## src/rtl/psum_accumulator.sv

```systemverilog
// Partial-sum accumulator feeding the ReLU stage. Sums a group of per-lane
// partial-sum beats, then requantizes (arithmetic right shift), adds a
// per-lane bias and saturates each lane to DATA_WIDTH signed. The result is
// held under a valid/ready handshake until the consumer takes it.
module psum_accumulator #(
  parameter int unsigned DATA_WIDTH = 16,
  parameter int unsigned LENGTH     = 16,
  parameter int unsigned ACC_WIDTH  = 32,
  parameter int unsigned SHIFT      = 8
) (
  input  logic                                  clk,
  input  logic                                  reset,
  input  logic                                  clear_i,
  input  logic                                  bias_we_i,
  input  logic [LENGTH-1:0][DATA_WIDTH-1:0]     bias_in_i,
  input  logic                                  psum_valid_i,
  output logic                                  psum_ready_o,
  input  logic                                  psum_last_i,
  input  logic [LENGTH-1:0][ACC_WIDTH-1:0]      psum_in_i,
  output logic                                  out_valid_o,
  input  logic                                  out_ready_i,
  output logic [LENGTH-1:0][DATA_WIDTH-1:0]     out_o,
  output logic [LENGTH-1:0]                     sat_flag_o,
  output logic                                  busy_o
);

  // One guard bit above the accumulator so shift + bias cannot overflow.
  localparam int unsigned RW = ACC_WIDTH + 1;
  localparam logic signed [RW-1:0] SatMax =
      {{(RW-DATA_WIDTH+1){1'b0}}, {(DATA_WIDTH-1){1'b1}}};
  localparam logic signed [RW-1:0] SatMin =
      {{(RW-DATA_WIDTH+1){1'b1}}, {(DATA_WIDTH-1){1'b0}}};

  typedef enum logic [1:0] {StIdle, StAccum, StDrain} state_e;

  state_e                              state_q, state_d;
  logic [LENGTH-1:0][ACC_WIDTH-1:0]    acc_q, acc_d;
  logic [LENGTH-1:0][DATA_WIDTH-1:0]   bias_q, bias_d;
  logic [LENGTH-1:0][DATA_WIDTH-1:0]   out_q, out_d;
  logic [LENGTH-1:0]                   sat_q, sat_d;
  logic                                out_valid_q, out_valid_d;

  logic                                xfer;
  logic [LENGTH-1:0][ACC_WIDTH-1:0]    acc_next;
  logic [LENGTH-1:0][RW-1:0]           req;
  logic [LENGTH-1:0][DATA_WIDTH-1:0]   res;
  logic [LENGTH-1:0]                   res_sat;

  assign psum_ready_o = (state_q != StDrain);
  assign xfer         = psum_valid_i & psum_ready_o;
  assign busy_o       = (state_q != StIdle);
  assign out_valid_o  = out_valid_q;
  assign out_o        = out_q;
  assign sat_flag_o   = sat_q;

  // Per-lane next accumulator value and its requantized, saturated result.
  always_comb begin
    for (int i = 0; i < LENGTH; i++) begin
      // First beat of a group loads, later beats add with natural wrap.
      acc_next[i] = (state_q == StIdle) ? psum_in_i[i] : acc_q[i] + psum_in_i[i];
      req[i] = ($signed({acc_next[i][ACC_WIDTH-1], acc_next[i]}) >>> SHIFT)
             + $signed({{(RW-DATA_WIDTH){bias_q[i][DATA_WIDTH-1]}}, bias_q[i]});
      if ($signed(req[i]) > SatMax) begin
        res[i]     = SatMax[DATA_WIDTH-1:0];
        res_sat[i] = 1'b1;
      end else if ($signed(req[i]) < SatMin) begin
        res[i]     = SatMin[DATA_WIDTH-1:0];
        res_sat[i] = 1'b1;
      end else begin
        res[i]     = req[i][DATA_WIDTH-1:0];
        res_sat[i] = 1'b0;
      end
    end
  end

  // Bias register is independent of the group FSM and survives clear.
  always_comb begin
    bias_d = bias_we_i ? bias_in_i : bias_q;
  end

  // Group FSM: accept beats, latch the result on the last beat, hold it in DRAIN.
  always_comb begin
    state_d     = state_q;
    acc_d       = acc_q;
    out_d       = out_q;
    sat_d       = sat_q;
    out_valid_d = out_valid_q;
    if (clear_i) begin
      state_d     = StIdle;
      acc_d       = '0;
      out_d       = '0;
      sat_d       = '0;
      out_valid_d = 1'b0;
    end else begin
      unique case (state_q)
        StIdle, StAccum: begin
          if (xfer) begin
            acc_d = acc_next;
            if (psum_last_i) begin
              state_d     = StDrain;
              out_d       = res;
              sat_d       = res_sat;
              out_valid_d = 1'b1;
            end else begin
              state_d = StAccum;
            end
          end
        end
        StDrain: begin
          if (out_valid_q && out_ready_i) begin
            out_valid_d = 1'b0;
            state_d     = StIdle;
          end
        end
        default: state_d = StIdle;
      endcase
    end
  end

  // State registers with asynchronous active-high reset.
  always_ff @(posedge clk or posedge reset) begin
    if (reset) begin
      state_q     <= StIdle;
      acc_q       <= '0;
      bias_q      <= '0;
      out_q       <= '0;
      sat_q       <= '0;
      out_valid_q <= 1'b0;
    end else begin
      state_q     <= state_d;
      acc_q       <= acc_d;
      bias_q      <= bias_d;
      out_q       <= out_d;
      sat_q       <= sat_d;
      out_valid_q <= out_valid_d;
    end
  end

endmodule

```

## config.mk

```make
export PLATFORM = sky130hd
export DESIGN_NAME = psum_accumulator
export DESIGN_NICKNAME = d
export VERILOG_FILES = /design/src/rtl/psum_accumulator.sv
export SDC_FILE = /design/constraint.sdc
export NUM_CORES = 2
export LEC_CHECK = 0
export CORE_MARGIN = 5
export CORE_UTILIZATION = 45
export DETAILED_ROUTE_END_ITERATION = 6
export PLACE_DENSITY = 0.68
export SYNTH_ARGS = -nofsm -noshare
export SYNTH_HDL_FRONTEND = slang
export SYNTH_SLANG_ARGS = --single-unit
```

## constraint.sdc

```tcl
create_clock -name clk -period 102.7 [get_ports clk]
set_clock_uncertainty 0.05 [all_clocks]
set_input_delay 10.27 -clock clk [delete_from_list [all_inputs] [get_ports clk]]
set_output_delay 10.27 -clock clk [all_outputs]
set_load 0.005 [all_outputs]
```

==> parameters.txt <==
Parameter                              Value

STA
  Max Transition Viols Final    0
  Slew margin rel.    16.00%
  Final count of hold timing violations    0
  Unrepaired setup endpoints after global routing    false
  Crit share post-route    16.34%
  Setup_tns    0 ns
  F_max    59.58 MHz
  Slew at the pin closest to its max-slew limit    1.260 ns
  Minimum period implied by the final worst setup slack    16.78 ns
  Final count of negative-setup-slack endpoints    0

Cells and area
  Area taken by flip-flops and latches    0.02610 mm2
  Nets@finish    12120
  Area of combinational cells with multiple inputs    0.05584 mm2
  Relative area change from synthesis to final layout    21.26%
  Ratio of cells with drive above 1 in the final layout    6.054%
  Fill cell instance count of the final layout    16810

Die
  Vertical die dimension    442.5 um
  Core box area    0.1858 mm2
  Number of core rows    158
  Ports    1050
  Total Die Area    0.1958 mm2
  Initial standard-cell utilization of the core    45.29%
  Die outline width    442.5 um

Global routing
  Global-route wire length before repair    461.5 mm
  Number of antenna violations at the first check in global routing    175
  Number of global-route vias before repair    76310
  Tot GR Track Use    29.86%
  Maximum number of pins on one net before global-route repair    183
  Total gr overflow    0

Yosys
  XOR/XNOR Fraction of Synth Area    7.908%
  Commonest register cell after synthesis    sky130_fd_sc_hd__dfrtp_1
  Multiplexer fraction of the synthesized cell area    3.868%
  Share of synthesized area occupied by flip-flops and latches    31.01%
  Cells after Synth    9500
  Async set or reset register ratio after synthesis    100.0%
  Yosys reg bits    1043
  Mapped Avg Cell Area    8.860 um2
  Synthesized-area fraction occupied by ao, oa, aoi and oai cells    26.77%
  Count of unique library cells instantiated by Yosys    102
  Post-synth design cell area    0.08417 mm2
  Main combinational cell family by area after synthesis    compound AO/OA/AOI/OAI gates
  Total of warnings raised by yosys    0
  Number of synthesized flops with an enable pin    0
  Post-Synthesis Net Count    11220
  Fraction of the mapped netlist area in adder cells    14.32%
  Simple-gate share of the synthesized area    13.40%

Setup path
  Critical path's top delay family    compound AO/OA/AOI/OAI gates
  Arrival time of the worst setup path    17.46 ns
  Worst EP required    103.38 ns
  Slowest stage delay, CP    0.71 ns
  Most used cell along the critical path    sky130_fd_sc_hd__a21oi_1
  Startpoint-to-endpoint class of the critical path    input port to flip-flop
  CP startpoint kind    input port
  Critical-path cell with the highest stage delay    sky130_fd_sc_hd__a21oi_2
  Worst setup EP type    flip-flop
  Combined buffer and inverter count along the critical path    2
  Critical path peak fanout    15

Clock tree
  Clock buffers created by TritonCTS    134
  Post-CTS setup buffers    0
  TritonCTS clock tree    built
  Skew-Pair Late Insertion Delay    0.80 ns
  Level count of the clock H-tree    4
  Root Buffer    sky130_fd_sc_hd__clkbuf_16
  CTS Buffer Depth    3
  Hold buffers post-CTS    0
  Number of clock sinks    1043
  Gates resized, CTS repair    0
  Register clock-pin slew on the reported worst setup and hold paths    0.06 ns

Routing
  Average via count per standard cell    5.984
  Iter 0 DRT Violations    5712
  Final Routed Wirelength    305.7 mm
  Routed length per instance    23.27 um
  Length of the first detailed-routing pass in iterations    6
  Post-route ant nets    0
  Total number of vias    78590
  DRC viols    0

Power and ir drop
  P_leak    47.02 nW
  P per Cell Area    17.20 mW/mm2
  Overall power of the completed layout    1.755 mW
  Max IR drop VDD    0.00001364 V

Worst hold path
  Worst min path class    flip-flop to flip-flop

Place
  Count of buffers inserted at the top-level ports    1049
  GP Congestion    0.9776
  HPWL reported at the end of detailed placement    235.8 mm

Flow run
  Number of maximum-capacitance constraint violations    0

Outcome
  Outcome    finished, final reports clean
## report_power, final
group / internal [mW] / total [mW] / switching, mW
registers: 0.458 / 0.494 / 0.0359
logic: 0.334 / 0.754 / 0.420
clock network: 0.302 / 0.507 / 0.204
total: 1.09 / 1.76 / 0.661
## layout by cell type, fill, tap and decap left out, types with 82 or more instances in the layout
master / count
sky130_fd_sc_hd__a211oi_1: 82
sky130_fd_sc_hd__nor3_1: 144
sky130_fd_sc_hd__ha_1: 912
sky130_fd_sc_hd__a21oi_1: 885
sky130_fd_sc_hd__nand3_1: 139
sky130_fd_sc_hd__nor2_1: 730
sky130_fd_sc_hd__clkbuf_16: 140
sky130_fd_sc_hd__dfrtp_1: 1043
sky130_fd_sc_hd__a21o_1: 361
sky130_fd_sc_hd__xnor2_1: 459
sky130_fd_sc_hd__mux2_2: 242
sky130_fd_sc_hd__o21a_1: 104
sky130_fd_sc_hd__nand2_1: 886
sky130_fd_sc_hd__nand2b_1: 114
sky130_fd_sc_hd__diode_2: 149
sky130_fd_sc_hd__clkdlybuf4s50_1: 1048
sky130_fd_sc_hd__o21bai_1: 113
sky130_fd_sc_hd__o21ai_0: 671
sky130_fd_sc_hd__a22o_1: 389
sky130_fd_sc_hd__xor2_1: 301
sky130_fd_sc_hd__a221o_1: 173
sky130_fd_sc_hd__inv_1: 245
sky130_fd_sc_hd__nor2b_1: 99
## layer usage
layer	wire length [um]	vias up	part of all wire [%]	track usage, %
met2	140900	2601	46	47.89
met5	266	-	0.087	0
met3	18250	664	6.0	5.414
met4	21260	40	7.0	19.94
met1	125000	38140	41	36.76
li1	-	37150	-	-
## cell usage after synthesis, types with 242 or more instances
library cell | instances | area [um2]
sky130_fd_sc_hd__nor2_1 | 732 | 2748
sky130_fd_sc_hd__ha_1 | 912 | 11410
sky130_fd_sc_hd__xor2_1 | 301 | 2636
sky130_fd_sc_hd__mux2_2 | 242 | 2725
sky130_fd_sc_hd__o21ai_0 | 671 | 3358
sky130_fd_sc_hd__nand2_1 | 887 | 3329
sky130_fd_sc_hd__inv_1 | 246 | 923.4
sky130_fd_sc_hd__clkbuf_1 | 324 | 1216
sky130_fd_sc_hd__a21oi_1 | 887 | 4439
sky130_fd_sc_hd__a21o_1 | 361 | 2710
sky130_fd_sc_hd__xnor2_1 | 459 | 4020
sky130_fd_sc_hd__a22o_1 | 389 | 3407
sky130_fd_sc_hd__dfrtp_1 | 1043 | 26100
## sequential cells by signal, indices dropped and copies added, names as in the netlist
name and cells:
sat_flag_o 16, out_valid_o 1, acc_q 512, bias_q 256, state_q 2, out_o 256
## through the flow
| stage | util, % | worst slack [ns] | cell area, um2 | instances | hold WS, ns |
|---|---|---|---|---|---|
| after CTS | 54.72 | 86.06 | 101700 | 12990 | 0.4228 |
| after global placement | 52.21 | 85.18 | 97030 | 12740 | 0.4034 |
| after floorplan | - | 63.02 | 84170 | 9500 | 0.4026 |
| final | 54.92 | 85.92 | 102100 | 13130 | 0.4213 |
| after global routing | 54.88 | 85.41 | 102000 | 13100 | 0.4275 |
| after detailed placement | 52.21 | 85.25 | 97030 | 12740 | 0.4099 |
## path summary, 6_finish.rpt
kind                       slack (ns)        endpoint           start  cells after the start
setup / recovery                85.92      out_o[232]  psum_in_i[448]                     27
hold / removal                   0.42  sat_flag_o[10]  sat_flag_o[10]                      2
setup reg to reg                94.92      out_o[247]      state_q[1]                     22
hold reg to reg                  0.42  sat_flag_o[10]  sat_flag_o[10]                      2
max in group asynchronous       88.82      bias_q[39]           reset                      6
min in group asynchronous        9.97     bias_q[251]           reset                      2
## area by class of cell
type / count / area share, %
diodes: 149 / 0.3653
clock buffers: 186 / 3.867
clock inverters: 58 / 0.7037
inverters: 248 / 0.9268
multi-input cells: 7853 / 54.71
flip-flops and latches: 1043 / 25.57
well taps: 2480 / 3.040
repair buffers: 1117 / 10.82
## worst reg2reg max path, cell delays in order (launching register included)
cell and delay, ns:
sky130_fd_sc_hd__dfrtp_1 0.45, sky130_fd_sc_hd__nor2_4 0.16, sky130_fd_sc_hd__inv_8 0.29, sky130_fd_sc_hd__buf_4 0.52
sky130_fd_sc_hd__buf_4 0.54, sky130_fd_sc_hd__buf_4 0.73, sky130_fd_sc_hd__buf_4 0.65, sky130_fd_sc_hd__a21oi_1 0.24
sky130_fd_sc_hd__ha_1 0.26, sky130_fd_sc_hd__inv_1 0.08, sky130_fd_sc_hd__fa_1 0.21, sky130_fd_sc_hd__nor2b_1 0.06
sky130_fd_sc_hd__o21ai_1 0.16, sky130_fd_sc_hd__a21boi_1 0.13, sky130_fd_sc_hd__o221a_2 0.28, sky130_fd_sc_hd__o31ai_1 0.69
sky130_fd_sc_hd__o21ai_0 0.22, sky130_fd_sc_hd__o41ai_1 0.34, sky130_fd_sc_hd__xnor2_1 0.23, sky130_fd_sc_hd__a2111oi_2 0.08
sky130_fd_sc_hd__a21oi_1 0.92, sky130_fd_sc_hd__o21ai_1 0.25, sky130_fd_sc_hd__nand2_1 0.13
## kinds of logic after synthesis
| kind of cell | count (synthesis) |
|---|---|
| DFF | 1043 |
| muxes | 295 |
| AOI/OAI and AO/OA | 3370 |
| xor gates and xnor gates | 760 |
| buffers and inverters | 604 |
| adders and majority gates | 944 |
| and+or+nand+nor | 2484 |
No activity file was read; power rests on OpenSTA's default activity.
